**src/rtl/ahbl_wrr_sched.sv**
```systemverilog
// Weighted round-robin grant scheduler for an N:1 AHB-Lite arbiter.
// Produces a combinational address-phase grant and a registered data-phase grant, honouring HMASTLOCK.
module ahbl_wrr_sched #(
    parameter int N_PORTS        = 4,
    parameter int W_CREDIT       = 4,
    parameter int DEFAULT_WEIGHT = 1,
    localparam int IDX_W         = (N_PORTS > 1) ? $clog2(N_PORTS) : 1
) (
    input  logic                clk,
    input  logic                rst_n,
    input  logic [N_PORTS-1:0]  req,
    input  logic [N_PORTS-1:0]  lock,
    input  logic                dst_hready,
    input  logic                cfg_wen,
    input  logic [IDX_W-1:0]    cfg_port,
    input  logic [W_CREDIT-1:0] cfg_weight,
    output logic [N_PORTS-1:0]  gnt_a,
    output logic [N_PORTS-1:0]  gnt_d,
    output logic [IDX_W-1:0]    gnt_idx,
    output logic                locked
);

    localparam logic [IDX_W-1:0]    LAST_IDX = IDX_W'(N_PORTS - 1);
    localparam logic [IDX_W:0]      PORT_LIM = (IDX_W + 1)'(N_PORTS);
    localparam logic [W_CREDIT-1:0] RST_WGT  = W_CREDIT'(DEFAULT_WEIGHT);

    logic [W_CREDIT-1:0] weight_q [N_PORTS];
    logic [W_CREDIT-1:0] weight_d [N_PORTS];
    logic [W_CREDIT-1:0] credit_q [N_PORTS];
    logic [W_CREDIT-1:0] credit_d [N_PORTS];
    logic [IDX_W-1:0]    ptr_q;
    logic [IDX_W-1:0]    ptr_d;
    logic [IDX_W-1:0]    owner_q;
    logic [IDX_W-1:0]    owner_d;
    logic                lock_hold_q;
    logic                lock_hold_d;
    logic [N_PORTS-1:0]  gnt_d_q;
    logic [N_PORTS-1:0]  gnt_d_d;

    logic [N_PORTS-1:0]  eligible_s;
    logic [N_PORTS-1:0]  avail_s;
    logic                lock_act_s;
    logic                sel_valid_s;
    logic [IDX_W-1:0]    sel_idx_s;
    logic                reload_s;
    logic [N_PORTS-1:0]  gnt_a_s;
    logic [W_CREDIT-1:0] g_credit_s;
    logic                cfg_hit_s;

    function automatic logic [IDX_W-1:0] next_idx(input logic [IDX_W-1:0] idx);
        logic [IDX_W-1:0] nxt;
        if (idx == LAST_IDX) begin
            nxt = '0;
        end else begin
            nxt = idx + IDX_W'(1);
        end
        return nxt;
    endfunction

    // Returns {found, index} of the first set mask bit scanning cyclically from start.
    function automatic logic [IDX_W:0] scan_from(input logic [N_PORTS-1:0] mask,
                                                 input logic [IDX_W-1:0]   start);
        logic [IDX_W-1:0] idx;
        logic [IDX_W-1:0] res;
        logic             found;
        idx   = start;
        res   = '0;
        found = 1'b0;
        for (int k = 0; k < N_PORTS; k++) begin
            if (!found && mask[idx]) begin
                found = 1'b1;
                res   = idx;
            end else begin
                found = found;
            end
            idx = next_idx(idx);
        end
        return {found, res};
    endfunction

    // Per-port eligibility and credit availability.
    always_comb begin
        eligible_s = '0;
        avail_s    = '0;
        for (int i = 0; i < N_PORTS; i++) begin
            eligible_s[i] = req[i] && (weight_q[i] != '0);
            avail_s[i]    = eligible_s[i] && (credit_q[i] != '0);
        end
    end

    assign lock_act_s = lock_hold_q && req[owner_q];

    // Grant selection: locked owner, then credited ports, then replenish.
    always_comb begin
        sel_valid_s = 1'b0;
        sel_idx_s   = '0;
        reload_s    = 1'b0;
        if (lock_act_s) begin
            sel_valid_s = 1'b1;
            sel_idx_s   = owner_q;
        end else if (|avail_s) begin
            {sel_valid_s, sel_idx_s} = scan_from(avail_s, ptr_q);
        end else if (|eligible_s) begin
            {sel_valid_s, sel_idx_s} = scan_from(eligible_s, ptr_q);
            reload_s = 1'b1;
        end else begin
            sel_valid_s = 1'b0;
        end
    end

    // One-hot decode of the selected port.
    always_comb begin
        gnt_a_s = '0;
        if (sel_valid_s) begin
            gnt_a_s[sel_idx_s] = 1'b1;
        end else begin
            gnt_a_s = '0;
        end
    end

    assign cfg_hit_s = cfg_wen && ({1'b0, cfg_port} < PORT_LIM);

    // Next-state: handoff bookkeeping, then config write overrides its own port.
    always_comb begin
        weight_d    = weight_q;
        credit_d    = credit_q;
        ptr_d       = ptr_q;
        owner_d     = owner_q;
        lock_hold_d = lock_hold_q;
        gnt_d_d     = gnt_d_q;
        g_credit_s  = '0;
        if (dst_hready) begin
            gnt_d_d = gnt_a_s;
            if (sel_valid_s) begin
                if (reload_s) begin
                    for (int i = 0; i < N_PORTS; i++) begin
                        credit_d[i] = weight_q[i];
                    end
                    g_credit_s = weight_q[sel_idx_s] - W_CREDIT'(1);
                end else if (credit_q[sel_idx_s] != '0) begin
                    g_credit_s = credit_q[sel_idx_s] - W_CREDIT'(1);
                end else begin
                    // Locked grant at zero credit saturates rather than wrapping.
                    g_credit_s = '0;
                end
                credit_d[sel_idx_s] = g_credit_s;
                if (g_credit_s != '0) begin
                    ptr_d = sel_idx_s;
                end else begin
                    ptr_d = next_idx(sel_idx_s);
                end
                lock_hold_d = lock[sel_idx_s];
                owner_d     = sel_idx_s;
            end else begin
                lock_hold_d = 1'b0;
            end
        end else begin
            gnt_d_d = gnt_d_q;
        end
        if (cfg_hit_s) begin
            weight_d[cfg_port] = cfg_weight;
            credit_d[cfg_port] = cfg_weight;
        end else begin
            weight_d[0] = weight_d[0];
        end
    end

    // State registers with asynchronous reset.
    always_ff @(posedge clk or negedge rst_n) begin
        if (!rst_n) begin
            for (int i = 0; i < N_PORTS; i++) begin
                weight_q[i] <= RST_WGT;
                credit_q[i] <= RST_WGT;
            end
            ptr_q       <= '0;
            owner_q     <= '0;
            lock_hold_q <= 1'b0;
            gnt_d_q     <= '0;
        end else begin
            weight_q    <= weight_d;
            credit_q    <= credit_d;
            ptr_q       <= ptr_d;
            owner_q     <= owner_d;
            lock_hold_q <= lock_hold_d;
            gnt_d_q     <= gnt_d_d;
        end
    end

    assign gnt_a   = gnt_a_s;
    assign gnt_idx = sel_idx_s;
    assign gnt_d   = gnt_d_q;
    assign locked  = lock_act_s;

endmodule

```
**config.mk**
```make
export PLATFORM = sky130hd
export DESIGN_NAME = ahbl_wrr_sched
export DESIGN_NICKNAME = d
export VERILOG_FILES = /design/src/rtl/ahbl_wrr_sched.sv
export SDC_FILE = /design/constraint.sdc
export NUM_CORES = 1
export LEC_CHECK = 0
export BUFFER_PORTS_ARGS = -buffer_cell sky130_fd_sc_hd__buf_2
export CORE_MARGIN = 4
export CORE_UTILIZATION = 25
export DETAILED_ROUTE_END_ITERATION = 8
export SLEW_MARGIN = 20
export SYNTH_ARGS = -nofsm -noshare
export SYNTH_HDL_FRONTEND = slang
export SYNTH_SLANG_ARGS = --single-unit
export TNS_END_PERCENT = 10
```
**constraint.sdc**
```tcl
create_clock -name clk -period 17.8 [get_ports clk]
set_clock_uncertainty 0.2 [all_clocks]
set_input_delay 5.34 -clock clk [delete_from_list [all_inputs] [get_ports clk]]
set_output_delay 5.34 -clock clk [all_outputs]
set_load 0.03 [all_outputs]
```
# Word level (Yosys, flattened, before mapping)
# Index checks and enable logic that the tools add are counted.
word_totals:
  input_bits: 18
  ff_bits: 41
op_classes:
  n_reduce_logical: 37
  mux: 109
  eq_ne: 6
  n_lt_le_gt_ge: 14
  n_bitwise: 2
  n_addsub: 8
ops:
  columns: ["cell", "count"]
  rows:
  - ["$mux 16", 6]
  - ["$mux 2", 33]
  - ["$bwmux 16", 3]
  - ["$mux 4", 11]
  - ["$mux 1", 41]
  - ["$reduce_bool 4->1", 10]
  - ["$lt 2x3->1 const B", 9]
  - ["$bmux 1 s2", 10]
  - ["$logic_and 1x1->1", 18]
  - ["$bmux 4 s2", 2]
  - ["$demux 4 s2", 2]
  - ["$add 2x1->2 const B", 6]
  - ["$eq 2x2->1 const B", 6]
  - ["$reduce_or 4->1", 2]
  - ["$sub 4x1->4 const B", 2]
  - ["$ge 3x3->1 const B", 2]
  - ["$logic_not 1->1", 6]
  - ["$lt 3x1->1 const B", 2]
  - ["$not 2->3", 2]
  - ["$demux 1 s2", 1]
  - ["$ge 2x1->1 const B", 1]
  - ["$reduce_and 2->1", 1]

# Logic depth before layout (Yosys ltp)
depth:
  word_depth: 40
  ltp_mapped: 19
  ltp_nobuf: 17

# Least setup slack after synthesis
# Ideal clock, no wire load.
synth_path:
  path_kind: "input to output"
  start: "in req[3]"
  end: "out gnt_a[3]"
  arrival_time_ns: 8.124
  path_slack_ns: 4.136
  stages: 11
  required_time_ns: 12.260
  cell_sequence: "mux4_2 -> and2_1 -> buf_4 -> a2111oi_4 -> o311a_2 -> nand3_4 -> nand2_4 -> buf_6 -> ha_1 -> clkbuf_1 -> and2_1"
synth_lines:
  columns: ["element", "line", "rtl"]
  rows:
  - ["start: declaration", "11", "input logic [N_PORTS-1:0] req,"]
  - ["$bmux 1 s2 (*)", "91", "assign lock_act_s = lock_hold_q && req[owner_q];"]
  - ["$mux 1 (implied by the code) (*)", "91", null]
  - ["$logic_and 1x1->1 (*)", "91", null]
  - ["via locked", "20", "output logic locked"]
  - ["$mux 2 (*)", "98", "if (lock_act_s) begin"]
  - ["via gnt_idx[0]", "19", "output logic [IDX_W-1:0] gnt_idx,"]
  - ["$lt 2x3->1 (implied by the code) / $ge 2x1->1 (equally long branches)", "115", "gnt_a_s[sel_idx_s] = 1'b1;"]
  - ["$logic_and 1x1->1 (implied by the code)", "115", null]
  - ["$mux 1 (implied by the code)", "115", null]
  - ["$demux 1 s2 (*)", "115", null]
  - ["$mux 4 (*)", "114", "if (sel_valid_s) begin"]
  - ["end: declaration", "17", "output logic [N_PORTS-1:0] gnt_a,"]
# The timed path passes the listed nets; every way through them passes the cells marked *. The select of a mux whose other input is x is not followed.

# Final worst setup path
layout_path:
  start: "in req[1]"
  end: "out gnt_a[0]"
layout_via:
  elab_chain_len: 30
layout_lines:
  columns: ["element", "line", "rtl"]
  rows:
  - ["$logic_and 1x1->1", "86", "eligible_s[i] = req[i] && (weight_q[i] != '0);"]
  - ["$bmux 1 s2", "70", "if (!found && mask[idx]) begin"]
  - ["$mux 1 (implied by the code)", "70", null]
  - ["$mux 1", "70", null]
  - ["$mux 1", "103", "end else if (|eligible_s) begin"]
  - ["$mux 1", "101", "end else if (|avail_s) begin"]
  - ["$mux 1", "98", null]
  - ["$logic_not 1->1", "70", null]
  - ["[... 14 more ...]", null, null]
  - ["$mux 2", "103", null]
  - ["$mux 2", "101", null]
  - ["$mux 2", "98", null]
  - ["$lt 2x3->1 (implied by the code) / $ge 2x1->1 (equally long branches)", "115", null]
  - ["$logic_and 1x1->1 (implied by the code)", "115", null]
  - ["$mux 1 (implied by the code)", "115", null]
  - ["$demux 1 s2", "115", null]
  - ["$mux 4 (*)", "114", null]
# Every way passes the cells marked *; elsewhere a longest branch is shown, timed or not. The select of a mux whose other input is x is not followed.

==> impl_metrics.json <==
{
  "max_freq_mhz": 69.2,
  "yosysTopAreaCell": "dfrtp_1",
  "num_rows": 42,
  "crit_required_ns": 12.26,
  "postCtsSetupRepairBufs": 0,
  "end_kind": "output port",
  "hold_path.class": "reg2reg",
  "core_um2": 13500,
  "timing.final.crit_share_pct": 81.2,
  "hold_viol": 0,
  "area_growth_pct": 12.5,
  "grt_overflow": 0,
  "syn_nets": 431,
  "grt_max_degree": 42,
  "die_h_um": 126,
  "synthFlopType": "dfrtp_1",
  "synth_commonest_cells": "nand2_1, dfrtp_1, o21ai_0, nor2_1, nand3_1",
  "seq_area_frac_synth_pct": 29.8,
  "worst_pin_slew_ns": 1.08,
  "first_pass_iters": 6,
  "portBuffers": 28,
  "worstPathMaxFanout": 18,
  "numCtsBuffers": 5,
  "synth_edf_count": 0,
  "route.detailed.drc": 0,
  "ys_ff_latch": 41,
  "cts.path.max_buffers": 2,
  "yosysWarnings": 0,
  "die-area_um2": 15900,
  "post_drt_wl_per_cell_um": 17.8,
  "drive_above_1_share_pct": 19.6,
  "slew_headroom_pct": 27.5,
  "gp_congestion": 0.868,
  "via_per_inst": 5.71,
  "cts_resized": 0,
  "nets": 442,
  "setup_tns_ns": 0,
  "cts_tree": "yes",
  "hpwlAfterDp_mm": 8.01,
  "die_w_um": 126,
  "drt_iter0_markers": 343,
  "slew_viol_final": 0,
  "path_clk_slew_ns": 0.06,
  "status": "finished clean",
  "syn_inst": 407,
  "cts.sinks": 41,
  "postCtsHoldBufs": 0,
  "wirelength_mm": 10.6,
  "startpoint_type": "input port",
  "grt_first_pass_wirelength_mm": 16.6,
  "antenna_found_initial": 0,
  "worst_skew_pair.late_latency_ns": 0.28,
  "syn_avg_cell_area_um2": 8.54,
  "crit_type": "in2out",
  "setup_viol": 0,
  "track_usage_pct": 12.9,
  "yosysMostFrequentCell": "nand2_1",
  "netlist_area_um2": 3480,
  "yosysUniqueCellTypes": 70,
  "vias": 3397,
  "grt_pass1_vias": 3115,
  "antennaDiodeCount": 0,
  "top_level_ports": 29,
  "drv_cap": 0,
  "synth_top_area_share_pct": 23.7,
  "netlist_top_cells_area": "dfrtp_1, dfstp_2, nand2_1, mux2_2, mux2i_1",
  "async_flop_share_pct": 100,
  "h-tree-depth": 2,
  "rsz0062_at_grt": "no",
  "root_buffer": "clkbuf_16",
  "start_util_pct": 25.8,
  "fin_crit_ns": 14.45,
  "postRouteAntennaNets": 0,
  "critPathArrivalTime_ns": 8.91
}
## state kept, by name, indices dropped and copies added (netlist names)
register and flops:
ptr_q 2, credit_q 16, owner_q 2, weight_q 16
lock_hold_q 1, gnt_d 4
## worst max-delay path, cell delays in order
cell       delay [ns]
buf_2            0.14
mux4_2           0.45
and2_1           0.29
a2111oi_4        0.90
buf_4            0.36
o221ai_1         0.17
o211ai_2         0.22
inv_2            0.26
ha_1             0.39
and2_1           0.20
buf_2            0.18
## cells by family after synthesis
family,after synthesis,share of synthesized area (%)
DFF,41,29.8
AOI/OAI and AO/OA,128,29.1
muxes,35,11.6
buffers and inverters,40,4.75
and+or+nand+nor,155,22.0
adders and majority gates,8,2.73
## path summary, 6_finish.rpt
| check | slack [ns] | depth (start not counted) | end | startpoint |
|---|---|---|---|---|
| setup / recovery | 3.35 | 11 | gnt_a[0] | req[1] |
| hold / removal | 0.30 | 1 | gnt_d[2] | gnt_d[2] |
| setup reg to reg | 12.47 | 16 | credit_q[2] | credit_q[5] |
| hold reg to reg | 0.30 | 1 | gnt_d[2] | gnt_d[2] |
| max in group asynchronous | 11.86 | 1 | credit_q[6] | rst_n |
| min in group asynchronous | 4.98 | 1 | weight_q[10] | rst_n |
## placed cells by master, fill, tap and decap left out, drive strengths merged, types with 14 or more instances in the layout
| cell type | synthesis | final |
|---|---|---|
| buf | 6 | 30 |
| nand3 | 29 | 29 |
| a211oi | 14 | 14 |
| nor2 | 29 | 29 |
| mux2i | 16 | 16 |
| inv | 14 | 14 |
| nand2 | 56 | 56 |
| mux2 | 17 | 17 |
| dfrtp | 33 | 33 |
| o21ai | 37 | 37 |
## metrics by stage
step	setup WS, ns	hold slack (ns)	util (%)	instances	area [um2]
finish	3.35	0.304	29.1	595	3910
global route	3.11	0.336	29.1	595	3910
CTS	3.37	0.308	29.1	595	3910
detailed placement	3.37	0.295	27.8	587	3740
global placement	3.50	0.285	27.8	587	3740
floorplan	4.14	0.260	-	407	3480
## layout make-up
| type | instances | area [um2] |
|---|---|---|
| Tap cell | 176 | 220 |
| Fill cell | 1488 | 9540 |
| Clock inverter | 1 | 30.0 |
| Clock buffer | 7 | 143 |
| Sequential cell | 41 | 1040 |
| Inverter | 14 | 52.6 |
| Multi-Input combinational cell | 326 | 2280 |
| Timing Repair Buffer | 30 | 155 |
## metal layers
metal	up-vias	track usage [%]	part of all wire, %
li1	1554	-	-
met1	1662	19.2	48
met2	160	19.1	43
met3	21	1.99	6.8
met4	0	3.66	2.1
met5	-	0	0
Power is left out: the tool's default activity adds up to more than one toggle a clock period on the data nets, which glitch-free logic cannot reach.
